<file path="src/rtl/spi_flash_reader.sv">
// Serial NOR flash reader: issues READ (0x03) and JEDEC ID (0x9F) transactions over
// SPI mode 0 and streams the returned bytes out one strobe at a time.

module spi_flash_byte #(
  parameter int SCLK_DIV = 4
) (
  input  logic       clk,
  input  logic       rst,
  input  logic       req,
  input  logic [7:0] din,
  input  logic       finish,
  input  logic       miso,
  output logic       ready,
  output logic       done,
  output logic [7:0] dout,
  output logic       sclk,
  output logic       mosi,
  output logic       cs
);
  localparam int HALF = SCLK_DIV / 2;
  localparam int CW   = $clog2(SCLK_DIV);

  logic [CW-1:0] div_cnt_r;
  logic [CW-1:0] guard_r;
  logic [2:0]    bit_cnt_r;
  logic          busy_r;
  logic          cs_r;
  logic          sclk_r;
  logic          mosi_r;
  logic [7:0]    tx_r;
  logic [7:0]    rx_r;
  logic          sclk_done_s;
  logic          rise_s;

  assign sclk_done_s = busy_r && (div_cnt_r == CW'(SCLK_DIV - 1));
  assign rise_s      = busy_r && (div_cnt_r == CW'(HALF - 1));
  // From idle, cs must have been high for the full guard time before the next frame.
  assign ready       = !busy_r && (!cs_r || (guard_r == {CW{1'b0}}));
  assign done        = sclk_done_s && (bit_cnt_r == 3'd7);
  assign dout        = rx_r;
  assign sclk        = sclk_r;
  assign mosi        = mosi_r;
  assign cs          = cs_r;

  // Byte shifter: clock divider, bit counter, chip select and guard timer.
  always_ff @(posedge clk) begin
    if (rst) begin
      div_cnt_r <= {CW{1'b0}};
      guard_r   <= {CW{1'b0}};
      bit_cnt_r <= 3'd0;
      busy_r    <= 1'b0;
      cs_r      <= 1'b1;
      sclk_r    <= 1'b0;
      mosi_r    <= 1'b0;
      tx_r      <= 8'h00;
      rx_r      <= 8'h00;
    end else begin
      if (guard_r != {CW{1'b0}}) begin
        guard_r <= guard_r - CW'(1);
      end
      if (finish) begin
        cs_r    <= 1'b1;
        busy_r  <= 1'b0;
        sclk_r  <= 1'b0;
        guard_r <= CW'(SCLK_DIV - 1);
      end else if (busy_r) begin
        if (rise_s) begin
          rx_r <= {rx_r[6:0], miso};
        end
        if (sclk_done_s) begin
          div_cnt_r <= {CW{1'b0}};
          sclk_r    <= 1'b0;
          bit_cnt_r <= bit_cnt_r + 3'd1;
          if (bit_cnt_r == 3'd7) begin
            busy_r <= 1'b0;
          end else begin
            mosi_r <= tx_r[6];
            tx_r   <= {tx_r[6:0], 1'b0};
          end
        end else begin
          div_cnt_r <= div_cnt_r + CW'(1);
          sclk_r    <= (div_cnt_r >= CW'(HALF - 1));
        end
      end else if (req && ready) begin
        busy_r    <= 1'b1;
        cs_r      <= 1'b0;
        div_cnt_r <= {CW{1'b0}};
        bit_cnt_r <= 3'd0;
        sclk_r    <= 1'b0;
        tx_r      <= din;
        mosi_r    <= din[7];
      end
    end
  end
endmodule

module spi_flash_reader #(
  parameter int          SCLK_DIV   = 4,
  parameter int          RD_LEN     = 16,
  parameter logic [23:0] START_ADDR = 24'h000000
) (
  input  logic       clk,
  input  logic       rst,
  input  logic       rden,
  input  logic       rdid,
  output logic [7:0] rddata,
  output logic       rddata_vld,
  output logic       rddone,
  output logic       spi_sclk,
  output logic       spi_mosi,
  input  logic       spi_miso,
  output logic       spi_cs
);
  typedef enum logic [2:0] {
    S_IDLE = 3'd0,
    S_CMD  = 3'd1,
    S_ADDR = 3'd2,
    S_DATA = 3'd3,
    S_END  = 3'd4
  } state_t;

  state_t      state_r, state_s;
  logic        id_r, id_s;
  logic        issued_r, issued_s;
  logic        end_wait_r, end_wait_s;
  logic [8:0]  cnt_r, cnt_s;
  logic [23:0] addr_r, addr_s;
  logic [7:0]  rddata_r, rddata_s;
  logic        vld_r, vld_s;
  logic        rddone_r, rddone_s;
  logic        req_s;
  logic [7:0]  din_s;
  logic        finish_s;
  logic [8:0]  data_last_s;
  logic        ready_s;
  logic        done_s;
  logic [7:0]  dout_s;

  spi_flash_byte #(.SCLK_DIV(SCLK_DIV)) u_byte (
    .clk    (clk),
    .rst    (rst),
    .req    (req_s),
    .din    (din_s),
    .finish (finish_s),
    .miso   (spi_miso),
    .ready  (ready_s),
    .done   (done_s),
    .dout   (dout_s),
    .sclk   (spi_sclk),
    .mosi   (spi_mosi),
    .cs     (spi_cs)
  );

  assign data_last_s = id_r ? 9'd2 : 9'(RD_LEN - 1);
  assign rddata      = rddata_r;
  assign rddata_vld  = vld_r;
  assign rddone      = rddone_r;

  // Sequencer state register and registered outputs.
  always_ff @(posedge clk) begin
    if (rst) begin
      state_r    <= S_IDLE;
      id_r       <= 1'b0;
      issued_r   <= 1'b0;
      end_wait_r <= 1'b0;
      cnt_r      <= 9'd0;
      addr_r     <= START_ADDR;
      rddata_r   <= 8'h00;
      vld_r      <= 1'b0;
      rddone_r   <= 1'b0;
    end else begin
      state_r    <= state_s;
      id_r       <= id_s;
      issued_r   <= issued_s;
      end_wait_r <= end_wait_s;
      cnt_r      <= cnt_s;
      addr_r     <= addr_s;
      rddata_r   <= rddata_s;
      vld_r      <= vld_s;
      rddone_r   <= rddone_s;
    end
  end

  // Next-state logic: one byte request in flight at a time, advanced on byte done.
  always_comb begin
    state_s    = state_r;
    id_s       = id_r;
    issued_s   = issued_r;
    end_wait_s = end_wait_r;
    cnt_s      = cnt_r;
    addr_s     = addr_r;
    rddata_s   = rddata_r;
    vld_s      = 1'b0;
    rddone_s   = 1'b0;
    req_s      = 1'b0;
    din_s      = 8'h00;
    finish_s   = 1'b0;
    case (state_r)
      S_IDLE: begin
        issued_s = 1'b0;
        cnt_s    = 9'd0;
        if (rden) begin
          state_s = S_CMD;
          id_s    = 1'b0;
        end else if (rdid) begin
          state_s = S_CMD;
          id_s    = 1'b1;
        end else begin
          state_s = S_IDLE;
        end
      end
      S_CMD: begin
        req_s = !issued_r;
        din_s = id_r ? 8'h9F : 8'h03;
        if (done_s) begin
          issued_s = 1'b0;
          cnt_s    = 9'd0;
          state_s  = id_r ? S_DATA : S_ADDR;
        end else if (req_s && ready_s) begin
          issued_s = 1'b1;
        end else begin
          issued_s = issued_r;
        end
      end
      S_ADDR: begin
        req_s = !issued_r;
        case (cnt_r[1:0])
          2'd0:    din_s = addr_r[23:16];
          2'd1:    din_s = addr_r[15:8];
          default: din_s = addr_r[7:0];
        endcase
        if (done_s) begin
          issued_s = 1'b0;
          if (cnt_r == 9'd2) begin
            cnt_s   = 9'd0;
            state_s = S_DATA;
          end else begin
            cnt_s = cnt_r + 9'd1;
          end
        end else if (req_s && ready_s) begin
          issued_s = 1'b1;
        end else begin
          issued_s = issued_r;
        end
      end
      S_DATA: begin
        req_s = !issued_r;
        din_s = 8'h00;
        if (done_s) begin
          issued_s = 1'b0;
          vld_s    = 1'b1;
          rddata_s = dout_s;
          if (cnt_r == data_last_s) begin
            cnt_s   = 9'd0;
            state_s = S_END;
          end else begin
            cnt_s = cnt_r + 9'd1;
          end
        end else if (req_s && ready_s) begin
          issued_s = 1'b1;
        end else begin
          issued_s = issued_r;
        end
      end
      S_END: begin
        // First cycle raises cs; rddone follows once cs is already high.
        finish_s = !end_wait_r;
        if (!end_wait_r) begin
          end_wait_s = 1'b1;
        end else begin
          end_wait_s = 1'b0;
          state_s    = S_IDLE;
          rddone_s   = 1'b1;
          if (!id_r) begin
            addr_s = addr_r + 24'(RD_LEN);
          end else begin
            addr_s = addr_r;
          end
        end
      end
      default: begin
        state_s = S_IDLE;
      end
    endcase
  end
endmodule

</file>
<file path="config.mk">
export PLATFORM = sky130hd
export DESIGN_NAME = spi_flash_reader
export DESIGN_NICKNAME = d
export VERILOG_FILES = /design/src/rtl/spi_flash_reader.sv
export SDC_FILE = /design/constraint.sdc
export NUM_CORES = 1
export LEC_CHECK = 0
export ABC_AREA = 0
export CORE_UTILIZATION = 55
export CTS_CLUSTER_DIAMETER = 100
export DETAILED_ROUTE_END_ITERATION = 8
export HOLD_SLACK_MARGIN = 0.05
export PLACE_DENSITY_LB_ADDON = 0.1
export SYNTH_ARGS = -nofsm -noshare
export SYNTH_HDL_FRONTEND = slang
export SYNTH_SLANG_ARGS = --single-unit
export TNS_END_PERCENT = 30
</file>
<file path="constraint.sdc">
create_clock -name clk -period 3 [get_ports clk]
set_clock_uncertainty 0.15 [all_clocks]
set_input_delay 0.3 -clock clk [delete_from_list [all_inputs] [get_ports clk]]
set_output_delay 0.3 -clock clk [all_outputs]
set_load 0.01 [all_outputs]
</file>
==> reports/results.ini, run 1 <==
[outcome]
status = complete, no violations

[logic_synthesis]
synthTopCellsByArea = dfxtp_1 (42%), nor2_1 (6.4%), xor2_1 (4.7%)
synth_cell_types = 46
ys_seq_area_share_pct = 42.28
async_flop_share_pct = 0
synth_common_cells = dfxtp_1 (71), nor2_1 (57), nand2_1 (37)
synth_edf_count = 0
synth_nets = 415
ys_seq_elements = 71
yosys.area.top_type = dfxtp_1
syn-instance-count = 399
yosysMostFrequentCell = dfxtp_1
synth_area_um2 = 3362
syn_area_per_cell_um2 = 8.426
yosys_warnings = 0
yosysTopAreaCellShare_pct = 42.28
yosys_most_used_dff = dfxtp_1

[layout]
postLayoutCellArea_um2 = 3842
nNetsFinal = 428
synthToLayoutAreaGrowth_pct = 14.29
fill_cells = 517
layout-drive-gt1-share_pct = 8.153
antenna_cells = 0

[global_routing]
grt_remaining_overflow = 0
grt_max_degree = 55
gr-usage-all-layers_pct = 23.36
grt_pass1_vias = 2511
grt_pass1_wl_mm = 11.55
antenna_found_initial = 0

[drt]
wl_mm = 6.963
wl_per_cell_um = 14.15
drc_errors = 0
antenna_left = 0
vias = 2835
drt-vias-per-instance = 5.762
dr.first_iter.drc_count = 205
drtPass1Iterations = 4

[sta]
rsz0062_at_grt = no
fmax_ghz = 0.3971
hold_viol = 0
maxSlewViolCount = 0
tightestPinTransition_ps = 1096
post-route-min-period_ps = 2518
fin_crit_sh_pct = 83.94
slew_headroom_pct = 26.91
setup_viol = 0
fin_tns_setup_ps = 0

[die]
die-height_um = 80.19
std_cell_rows = 28
design.die.area_um2 = 6430
ioPinCount = 18
core_um2 = 5921
die_w_um = 80.19
initial_utilization_pct = 56.78

[place]
io_buffers = 17
routabilityCongestion = 0.7808
dp_hpwl_mm = 4.620
post_dp_cell_area_um2 = 3590

[clocking]
clkLatencyLatePin_ps = 350
clk_path_buf_depth = 2
cts_tree = done
cts_buffers = 9
cts_root_buf = clkbuf_8
htreeDepth = 3
cts_sinks = 71
cts_hold_buf = 0
post_cts_resize_count = 0
postCtsSetupBuffers = 0
path_clk_slew_ps = 70

[pwr]
combPwrFrac_pct = 12.9
leakage_uw = 0.001408
internal_power_uw = 1700
power_density_nw_per_um2 = 592.3
p_switching_uw = 575.5
p_seq_share_pct = 45.0
max-vdd-ir-drop_mv = 0.3918
swShare_pct = 25.29
clock_power_share_pct = 42.1

[worst_setup_path]
worst_path_largest_cell_delay_ps = 570
critPathBufInv = 0
path_class = register to register
cp_max_fo = 20
cp.required_ps = 3130
crit_family = simple AND/OR/NAND/NOR gates
slowest_stage = or4b_1
cp_cell_sequence = or4b_4, a2111oi_4, o32ai_2, or4b_1, a21oi_1
critPathCaptureType = register
critical_path_arrival_ps = 2650
start_kind = register

[min_path]
min_path_type = register to register

[job]
max-cap-violations = 0

## cells by family (layout without fill, tap and decap cells)
| group | count (synthesis) | in the layout | share of synthesized area, % |
|---|---|---|---|
| AOI/OAI and AO/OA | 84 | 84 | 15.85 |
| adders and majority gates | 11 | 11 | 4.094 |
| DFF | 71 | 71 | 42.28 |
| buffers and inverters | 30 | 48 | 3.610 |
| xor gates and xnor gates | 21 | 21 | 5.471 |
| muxes | 9 | 9 | 2.680 |
| and+or+nand+nor | 173 | 173 | 26.01 |
## power by group through the flow
| stage | Clock (µW) | Combinational [µW] | Sequential [µW] |
|---|---|---|---|
| final | 958 | 294 | 1020 |
| after global routing | 1010 | 334 | 1030 |
| after CTS | 968 | 298 | 1020 |
| after detailed placement | 0 | 296 | 1050 |
| after global placement | 0 | 286 | 1040 |
| after floorplan | 0 | 222 | 1040 |
## layout make-up
type / instances / area, µm² / share of cell area [%]
sequential: 71 / 1421 / 36.99
tap: 75 / 93.84 / 2.442
multi-input combinational: 298 / 1827 / 47.54
timing repair buffer: 24 / 217.7 / 5.666
inverter: 8 / 30.03 / 0.7815
clock inverter: 6 / 115.1 / 2.996
clock buffer: 10 / 137.6 / 3.582
## tightest hold or removal path, delay by kind of cell (launching register included)
| kind | cells | cell delay, ps |
|---|---|---|
| flops | 1 | 310 |
| simple gates | 1 | 50 |
| compound gates | 1 | 50 |
## final timing paths
| check | slack (ps) | endpoint | cells past startpoint | startpoint |
|---|---|---|---|---|
| max reg2reg | 480 | state_r[0] | 5 | id_r |
| min reg2reg | 310 | rddata[7] | 2 | u_byte.dout[7] |
| min | 310 | rddata[7] | 2 | u_byte.dout[7] |
| max | 480 | state_r[0] | 5 | id_r |
## routing by layer
layer	track usage [%]	part of all wire, %	up-vias
met4	6.964	1.1	0
li1	-	-	1438
met3	6.818	3.2	7
met2	37.01	46	36
met1	30.62	49	1354
met5	0	0	-
## state kept, by name, indices dropped and copies added (netlist names), 2 cells and up
register and count:
u_byte.div_cnt_r 2, addr_r 20, u_byte.tx_r 7, state_r 3
cnt_r 9, u_byte.bit_cnt_r 3, u_byte.guard_r 2, rddata 8
u_byte.dout 8
## through the flow
| step | instances | hold WS [ps] | worst slack [ps] | total power [µW] | utilization [%] |
|---|---|---|---|---|---|
| 6_report | 492 | 312.5 | 481.8 | 2276 | 64.90 |
| 4_1_cts | 492 | 319.6 | 479.7 | 2291 | 64.90 |
| 3_5_place_dp | 476 | 309.4 | 498.9 | 1342 | 60.63 |
| 3_3_place_gp | 476 | 303.1 | 543.6 | 1330 | 60.63 |
| 2_1_floorplan | 399 | 246.6 | 809.2 | 1261 | - |
| 5_1_grt | 492 | 332.3 | 286.7 | 2374 | 64.90 |
## placed cells by master (no fill, tap or decap), drive strengths merged, types with 2 or more instances in the layout
cell and instances:
xor2 18, buf 8, inv 10, nand3b 5, nor2 57, a32oi 2
or4b 2, nand4b 3, o21a 2, and2 2, a22oi 11, nand3 18
clkdlybuf4s50 16, nand4 7, nor3 15, mux2i 9, and3 5, nand2b 5
clkbuf 10, a21oi 29, a22o 2, or4 2, dfxtp 71, nor4b 2
xnor2 3, a211oi 7, nand2 37, a31oi 6, or2 3, ha 11
o21ai 20, bufinv 3, and4 5
(Power assumes the default switching activity.)
==> inputs of run 2 (changes only) <==
CORE_UTILIZATION = 53   (was 55)
clock period = 2.2 ns   (was 3 ns; I/O delays follow)
==> run 2 against run 1 <==
  * Critical endpoint unchanged
  * The run now ends with negative setup slack left
  * First-iteration DRC count down 38%
  * Clock power up 24%
  * Core utilization up 1.3 points
  * Highest routed layer unchanged
  * Global-route usage down 0.37 points
  * Cell count up 4.1%
  * Power up 32%
  * Cell area up 3.9%
  * Combinational power up 44%
  * Setup slack worse by 510 ps
  * Largest power group unchanged
  * Non-clock buffer count up 20
  * Via count up 3.9%
==> reports/results.ini, run 2 (synthesized netlist as in run 1, its figures left out) <==
[drt]
dr.first_iter.drc_count = 128
drc_errors = 0
drtPass1Iterations = 4
wl_per_cell_um = 14.32
wl_mm = 7.332
vias = 2946
drt-vias-per-instance = 5.754
antenna_left = 0

[layout]
largest_register = addr_r
postLayoutCellArea_um2 = 3991
largestRegisters = addr_r: 20 flops, cnt_r: 9 flops
nNetsFinal = 448
multiInputGateArea_um2 = 1833
synthToLayoutAreaGrowth_pct = 18.72
regArea_um2 = 1423
layout-drive-gt1-share_pct = 13.04
fill_cells = 519
fin_util_pct = 66.24
final_cell_mix = dfxtp_1 (70), nor2_1 (57), nand2_1 (37)
antenna_cells = 0
finalNonFillerCells = 512
final_common_cell = dfxtp_1
largest_reg_flops = 20

[global_routing]
grt_remaining_overflow = 0
grt_max_degree = 30
gr-usage-all-layers_pct = 22.99
antenna_found_initial = 0
grt_pass1_vias = 2461
grt_pass1_wl_mm = 11.57

[sta]
hold_viol = 0
setup_viol = 1
tightestPinTransition_ps = 543.1
fmax_ghz = 0.4496
rsz0062_at_grt = yes
maxSlewViolCount = 0
slew_headroom_pct = 63.66
setup_ws_ps = -24.23
fin_tns_setup_ps = -24.23
post-route-min-period_ps = 2224
fin_crit_sh_pct = 101.1

[clocking]
path_clk_slew_ps = 80
cts_buffers = 9
htreeDepth = 3
clk_path_buf_depth = 2
cts_tree = done
cts_root_buf = clkbuf_8
cts_sinks = 71
clkLatencyLatePin_ps = 340

[place]
routabilityCongestion = 0.8071
place_ws_ps = 10.97
post_dp_cell_area_um2 = 3752
dp_hpwl_mm = 5.096
dp_cells = 496
io_buffers = 17

[die]
die-height_um = 81.65
ioPinCount = 18
std_cell_rows = 28
initial_utilization_pct = 55.79
design.die.area_um2 = 6666
core_um2 = 6026
die_w_um = 81.65

[worst_setup_path]
critical_path_arrival_ps = 2340
cp.required_ps = 2320
path_class = register to register
cp_cell_sequence = or4b_4, a2111oi_4, o32ai_2, or4b_1, a21oi_1
start_kind = register
slowest_stage = or4b_4
critPathCaptureType = register
cp_max_fo = 4
worst_path_largest_cell_delay_ps = 550

[pwr]
max-vdd-ir-drop_mv = 0.5743
power_density_nw_per_um2 = 753.5
leakage_uw = 0.001506

[job]
max-cap-violations = 0

[min_path]
min_path_type = primary input to register

[outcome]
violations = negative setup slack
status = finished with violations

-- run 2: changes by cell type in the layout (fill, tap and decap cells not counted), sizes merged --
cell	delta
clkinv	+1
bufinv	-1
clkbuf	+1
buf	+20
inv	-2
clkinvlp	+1
-- run 2: worst paths after layout --
path	from	to	slack, ps	cells past startpoint
worst min-delay path	rst	rddone	110	2
worst max register to register	cnt_r[0]	state_r[0]	-20	5
worst max-delay path	cnt_r[0]	state_r[0]	-20	5
worst min register to register	u_byte.dout[7]	rddata[7]	320	2
-- run 2: area by class of cell --
| cell class | count | share of cell area (%) |
|---|---|---|
| well taps | 75 | 2.351 |
| clock inverters | 5 | 2.006 |
| multi-input cells | 298 | 45.92 |
| repair buffers | 44 | 9.530 |
| clock buffers | 11 | 3.793 |
| inverters | 8 | 0.7524 |
| flip-flops and latches | 71 | 35.64 |
-- run 2: power breakdown --
group / switching (µW) / internal, µW
registers: 44.2 / 1350
clock network: 489 / 698
logic: 231 / 192
-- run 2: metrics by stage --
stage	total power, µW	hold WS [ps]
after floorplan	1720	166.6
after CTS	3027	95.71
after detailed placement	1845	311.4
after global placement	1832	298.5
after global routing	3141	103.9
final	3007	110.6
-- run 2: what timing repair did --
action | in CTS | in global routing
setup endpoints to repair | 1 | 8
endpoints found under the hold margin | 0 | 0
resized for setup | 1 | 2
setup buffers | 0 | 0
pin swaps | 0 | 0
hold buffers | 0 | 0
-- run 2: per-layer routing --
layer / part of all wire, % / track usage, % / routed length, µm
met1: 50 / 32.05 / 3683
met2: 45 / 34.25 / 3268
met3: 4.6 / 6.667 / 338
met4: 0.57 / 6.842 / 42
met5: 0 / 0 / 0
-- run 2: critical path: cells and delay by family (launching register included) --
family,cells,cell delay [ps]
AO/OA/AOI/OAI,3,610
AND/OR/NAND/NOR,2,1060
flip-flops,1,340
